**src/rtl/seg_check_arbiter_pkg.sv**
```systemverilog
// Shared definitions for the segment-check arbiter: FSM states, segment
// selects and requester ownership codes.
package seg_check_arbiter_pkg;

   typedef enum logic [1:0] {
      ST_IDLE  = 2'd0,
      ST_CHECK = 2'd1,
      ST_RESP  = 2'd2
   } state_t;

   localparam logic [2:0] SEG_ES = 3'd0;
   localparam logic [2:0] SEG_CS = 3'd1;
   localparam logic [2:0] SEG_SS = 3'd2;
   localparam logic [2:0] SEG_DS = 3'd3;
   localparam logic [2:0] SEG_FS = 3'd4;
   localparam logic [2:0] SEG_GS = 3'd5;

   localparam logic OWNER_R0 = 1'b0;
   localparam logic OWNER_R1 = 1'b1;

endpackage

```
**src/rtl/seg_check_arbiter_prio.sv**
```systemverilog
// Grant selection between the read stage (r0) and the write pre-check (r1),
// with a starvation counter that forces r1 after STARVE_MAX r0 wins.
module seg_check_prio #(
   parameter int STARVE_MAX = 4,
   parameter int CNT_W      = 3
) (
   input  logic clk,
   input  logic rst,
   input  logic flush,
   input  logic i_idle,
   input  logic i_r0_valid,
   input  logic i_r1_valid,
   output logic o_grant0,
   output logic o_grant1
);
   localparam logic [CNT_W-1:0] LP_MAX = CNT_W'(STARVE_MAX);

   logic [CNT_W-1:0] r_cnt;
   logic             w_en;
   logic             w_starved;

   assign w_en      = i_idle & ~flush & ~rst;
   assign w_starved = i_r1_valid & (r_cnt == LP_MAX);
   assign o_grant0  = w_en & i_r0_valid & ~w_starved;
   assign o_grant1  = w_en & i_r1_valid & (~i_r0_valid | w_starved);

   // Count only r0 wins that actually made r1 wait; any idle cycle without r1 resets it.
   always_ff @(posedge clk) begin
      if (rst || flush) begin
         r_cnt <= '0;
      end else if (o_grant1 || (i_idle && !i_r1_valid)) begin
         r_cnt <= '0;
      end else if (o_grant0 && i_r1_valid && (r_cnt != LP_MAX)) begin
         r_cnt <= r_cnt + 1'b1;
      end
   end

endmodule

```
**src/rtl/seg_check_arbiter.sv**
```systemverilog
// Arbitrates the shared segment-check datapath between the read stage and the
// write pre-check, issuing one evaluate cycle and holding the result until ack.
//
//   state | meaning
//   IDLE  | waiting for a request; ready is offered to the winner
//   CHECK | latched request driven into the datapath for one cycle
//   RESP  | captured result held for the owner until resp_ack
module seg_check_arbiter
   import seg_check_arbiter_pkg::*;
#(
   parameter int STARVE_MAX = 4,
   parameter int CNT_W      = 3
) (
   input  logic        clk,
   input  logic        rst,
   input  logic        flush,
   input  logic        r0_valid,
   output logic        r0_ready,
   input  logic [31:0] r0_address,
   input  logic [3:0]  r0_length,
   input  logic [2:0]  r0_seg,
   input  logic        r0_rmw,
   input  logic        r1_valid,
   output logic        r1_ready,
   input  logic [31:0] r1_address,
   input  logic [3:0]  r1_length,
   input  logic [2:0]  r1_seg,
   output logic [31:0] chk_address_effective,
   output logic        chk_address_effective_ready,
   output logic [3:0]  chk_read_length,
   output logic [2:0]  chk_seg,
   output logic        chk_read_virtual,
   output logic        chk_read_rmw_virtual,
   output logic        chk_write_virtual_check,
   input  logic        chk_gp_fault,
   input  logic        chk_ss_fault,
   input  logic [31:0] chk_linear,
   output logic        resp_valid,
   output logic        resp_owner,
   output logic [31:0] resp_linear,
   output logic        resp_gp,
   output logic        resp_ss,
   input  logic        resp_ack
);
   state_t      r_state;
   logic        r_owner;
   logic [31:0] r_addr;
   logic [3:0]  r_len;
   logic [2:0]  r_seg;
   logic        r_chk_strobe;
   logic        r_rd_v;
   logic        r_rmw_v;
   logic        r_wr_v;
   logic [31:0] r_linear;
   logic        r_gp;
   logic        r_ss;
   logic        w_idle;
   logic        w_grant0;
   logic        w_grant1;

   assign w_idle = (r_state == ST_IDLE);

   seg_check_prio #(
      .STARVE_MAX (STARVE_MAX),
      .CNT_W      (CNT_W)
   ) u_prio (
      .clk        (clk),
      .rst        (rst),
      .flush      (flush),
      .i_idle     (w_idle),
      .i_r0_valid (r0_valid),
      .i_r1_valid (r1_valid),
      .o_grant0   (w_grant0),
      .o_grant1   (w_grant1)
   );

   // Kind strobes are set on accept so they are high exactly for the CHECK cycle.
   always_ff @(posedge clk) begin
      if (rst) begin
         r_state      <= ST_IDLE;
         r_owner      <= OWNER_R0;
         r_addr       <= '0;
         r_len        <= '0;
         r_seg        <= '0;
         r_chk_strobe <= 1'b0;
         r_rd_v       <= 1'b0;
         r_rmw_v      <= 1'b0;
         r_wr_v       <= 1'b0;
         r_linear     <= '0;
         r_gp         <= 1'b0;
         r_ss         <= 1'b0;
      end else begin
         r_chk_strobe <= 1'b0;
         r_rd_v       <= 1'b0;
         r_rmw_v      <= 1'b0;
         r_wr_v       <= 1'b0;
         if (flush) begin
            r_state <= ST_IDLE;
         end else begin
            case (r_state)
               ST_IDLE: begin
                  if (w_grant0) begin
                     r_owner      <= OWNER_R0;
                     r_addr       <= r0_address;
                     r_len        <= r0_length;
                     r_seg        <= r0_seg;
                     r_chk_strobe <= 1'b1;
                     r_rd_v       <= ~r0_rmw;
                     r_rmw_v      <= r0_rmw;
                     r_state      <= ST_CHECK;
                  end else if (w_grant1) begin
                     r_owner      <= OWNER_R1;
                     r_addr       <= r1_address;
                     r_len        <= r1_length;
                     r_seg        <= r1_seg;
                     r_chk_strobe <= 1'b1;
                     r_wr_v       <= 1'b1;
                     r_state      <= ST_CHECK;
                  end
               end
               ST_CHECK: begin
                  r_linear <= chk_linear;
                  r_gp     <= chk_gp_fault;
                  r_ss     <= chk_ss_fault;
                  r_state  <= ST_RESP;
               end
               ST_RESP: begin
                  if (resp_ack) r_state <= ST_IDLE;
               end
               default: r_state <= ST_IDLE;
            endcase
         end
      end
   end

   assign r0_ready                    = w_grant0;
   assign r1_ready                    = w_grant1;
   assign chk_address_effective       = r_addr;
   assign chk_address_effective_ready = r_chk_strobe;
   assign chk_read_length             = r_len;
   assign chk_seg                     = r_seg;
   assign chk_read_virtual            = r_rd_v;
   assign chk_read_rmw_virtual        = r_rmw_v;
   assign chk_write_virtual_check     = r_wr_v;
   assign resp_valid                  = (r_state == ST_RESP);
   assign resp_owner                  = r_owner;
   assign resp_linear                 = r_linear;
   assign resp_gp                     = r_gp;
   assign resp_ss                     = r_ss;

endmodule

```
**config.mk**
```make
export PLATFORM = sky130hd
export DESIGN_NAME = seg_check_arbiter
export DESIGN_NICKNAME = d
export VERILOG_FILES = /design/src/rtl/seg_check_arbiter_pkg.sv /design/src/rtl/seg_check_arbiter_prio.sv /design/src/rtl/seg_check_arbiter.sv
export SDC_FILE = /design/constraint.sdc
export NUM_CORES = 1
export LEC_CHECK = 0
export CAP_MARGIN = 15
export CORE_MARGIN = 2
export CORE_UTILIZATION = 35
export DETAILED_ROUTE_END_ITERATION = 7
export PLACE_DENSITY = 0.77
export SLEW_MARGIN = 30
export SYNTH_ARGS = -nofsm -noshare
export SYNTH_HDL_FRONTEND = slang
export SYNTH_HIERARCHICAL = 1
export SYNTH_SLANG_ARGS = --single-unit
```
**constraint.sdc**
```tcl
create_clock -name clk -period 2.3 [get_ports clk]
set_clock_uncertainty 0.05 [all_clocks]
set_input_delay 0.46 -clock clk [delete_from_list [all_inputs] [get_ports clk]]
set_output_delay 0.46 -clock clk [all_outputs]
set_load 0.02 [all_outputs]
```
==> results.yml <==
power:
  leakage_uw: 0.00202
  irDropWorstVdd_mv: 0.344
  p_per_area_nw_per_um2: 533
global_routing:
  grt_max_degree: 79
  gr-total-overflow: 0
  grt_pass1_wl_mm: 16.9
  antenna_found_initial: 0
  grt_usage_pct: 18.6
  grt_pass1_vias: 3483
timing:
  tightestPinTransition_ns: 0.767
  setup_viol: 0
  fmax_ghz: 0.454
  finalHoldViolCount: 0
  fin_tns_setup_ns: 0
  rsz0062_at_grt: "false"
  slew_headroom_pct: 48.9
  min_period_over_period_pct: 95.7
  setup_ws_ns: 0.0996
  slew_viol_final: 0
  post-route-min-period_ns: 2.20
  timing.hold.ws_ns: 0.405
drt:
  drtIter0Drc: 105
  drc_errors: 0
  via_per_inst: 4.90
  wl_mm: 10.5
  wl_per_cell_um: 14.8
  ant_nets: 0
  route.vias.total: 3476
  drt-pass1-iter-count: 4
placed_design:
  place.gp.congestion: 0.728
  io_buffers: 199
  dp_slack_ns: -0.189
  dp_hpwl_mm: 7.61
cts:
  cts_hold_buf: 0
  cts-root-buf: "clkbuf_8"
  cts_tree: "done"
  clk_pin_slew_ns: 0.07
  cts_buffer_depth: 2
  htreeDepth: 3
  cts_buffers: 9
  clk_latency_ns: 0.34
  post_cts_buffers: 0
  cts.sinks: 83
outcome:
  outcome: "completed"
worst_setup_path:
  crit_type: "in -> out"
  r2r_slack_ns: 0.23
  crit_path_start_kind: "primary input"
  critical_path.top_delay_family: "buffers and inverters"
  reg2reg_from: "u_prio/r_cnt[0]"
  worst_path_largest_cell_delay_ns: 0.42
  required_ns: 1.79
  cp_max_fo: 3
  slowest_stage: "clkdlybuf4s50_1"
  reg2reg_to: "resp_owner"
  path_cells: "clkdlybuf4s50_1 > nor2_1 > nand3_1 > a31oi_4 > dlygate4sd2_1"
  reg2regPathDepth: 9
  arrival_ns: 1.69
  end_kind: "primary output"
  cp.buffers_inverters: 2
yosys:
  synth-xor-area-share_pct: 0
  synth_edf_count: 0
  synth.avg_cell_area_um2: 9.66
  synth_area_leaders: "dfxtp_1 (46%), a211oi_2 (14%), mux2i_1 (11%)"
  synthCells: 376
  syn_area_um2: 3630
  synth_cell_types: 32
  ys_seq_area_share_pct: 45.7
  synth_flop_cell: "dfxtp_1"
  synth-compound-area-share_pct: 26.1
  synth_top_area_share_pct: 45.7
  synth_top_area_cell: "dfxtp_1"
  synth_top_family_by_area: "compound AO/OA/AOI/OAI gates"
  yosys.area_share.simple_pct: 11.2
  synthAdderAreaFrac_pct: 0.689
  yosysWarnings: 6
  async_flop_share_pct: 0
  synthMuxAreaShare_pct: 10.7
  syn_nets: 497
  ys_seq_elements: 83
min_path:
  hp-start: "resp_linear[28]"
  min_to: "resp_linear[28]"
  hold_class: "reg -> reg"
  hold_depth: 2
die:
  die_w_um: 106
  row_count: 37
  io_pins: 200
  coreArea_um2: 10200
  start_util_pct: 35.7
  dieArea_um2: 11200
  die_y_um: 106
finish:
  fillers: 898
  area_growth_pct: 66.3
  final_common_cell: "clkdlybuf4s50_1"
  final_cell_mix: "clkdlybuf4s50_1 (195), dfxtp_1 (83), a21oi_1 (77)"
  utilization_pct: 59.3
  regArea_um2: 1660
  drive_above_1_share_pct: 14.3
  nNetsFinal: 689
  antenna_cells: 0
  multi_input_area_um2: 1800
flow_run:
  max-cap-violations: 0
## what timing repair did
item                       CTS  global route
resized for setup            2             3
gates cloned                 0             0
setup endpoints to repair    2             2
pin swaps                    0             0
## cell families (layout without fill, tap and decap cells)
kind of cell / count (synthesis) / count (layout)
multiplexers: 39 / 39
flip-flops: 83 / 83
AND/OR/NAND/NOR: 91 / 91
AO/OA/AOI/OAI: 124 / 124
adder cells (fa/ha/maj): 2 / 2
buffers and inverters: 37 / 234
## per-layer routing
metal | track usage, % | wire length [um]
met3 | 6.62 | 825
met2 | 32.8 | 5260
met4 | 5.83 | 142
met5 | 0 | 0
met1 | 20.8 | 4290
## worst max-delay path by stage
stage,cells past startpoint,from,slack (ns),endpoint
after floorplan,9,r_state[1],0.003,chk_address_effective[11]
after global placement,5,flush,-0.16,r0_ready
after detailed placement,5,flush,-0.19,r0_ready
after CTS,3,r_state[1],0.06,resp_valid
after global routing,5,flush,0.04,r0_ready
final,5,flush,0.1,r0_ready
## cell usage after synthesis (all sizes together), types with 2 or more instances
cell type / number
inv: 3
nor3b: 2
mux2i: 39
buf: 22
a211oi: 40
o21a: 2
ha: 2
nand4: 2
nand2b: 3
nor2: 3
nor2b: 3
dfxtp: 83
nand2: 69
a21oi: 78
clkbuf: 12
## power by group
part | internal [uW] | switching, uW
combinational | 348 | 257
clock | 588 | 523
sequential | 1480 | 22.9
## cell type report
| cell class | instances | area share, % |
|---|---|---|
| Sequential cell | 83 | 27.5 |
| Timing Repair Buffer | 215 | 36.2 |
| Inverter | 3 | 0.186 |
| Clock buffer | 12 | 2.73 |
| Clock inverter | 4 | 0.787 |
| Multi-Input combinational cell | 256 | 29.8 |
| Tap cell | 136 | 2.82 |
## flip-flops by register name, summed over array words and instances, names as in the netlist
name,count
chk_seg,3
u_prio/r_cnt,3
chk_read_rmw_virtual,1
chk_address_effective,32
r_state,2
chk_address_effective_ready,1
resp_owner,1
chk_write_virtual_check,1
resp_gp,1
chk_read_virtual,1
chk_read_length,4
resp_ss,1
resp_linear,32
## worst register-to-register path, cell delays in order (launching register included)
cell and delay (ns):
dfxtp_1 0.36, inv_1 0.07, ha_1 0.24, a21boi_2 0.16, and4b_1 0.21, buf_4 0.14, o21ba_1 0.21, and2_4 0.20
buf_12 0.15, a211oi_2 0.20
## stage by stage
stage          std cells  total power [uW]  area, um^2
2_1_floorplan        376              1800        3650
3_3_place_gp         693              2130        5830
3_5_place_dp         693              2150        5830
4_1_cts              709              3260        6040
5_1_grt              709              3360        6040
6_report             709              3220        6040
(Power assumes the default switching activity.)
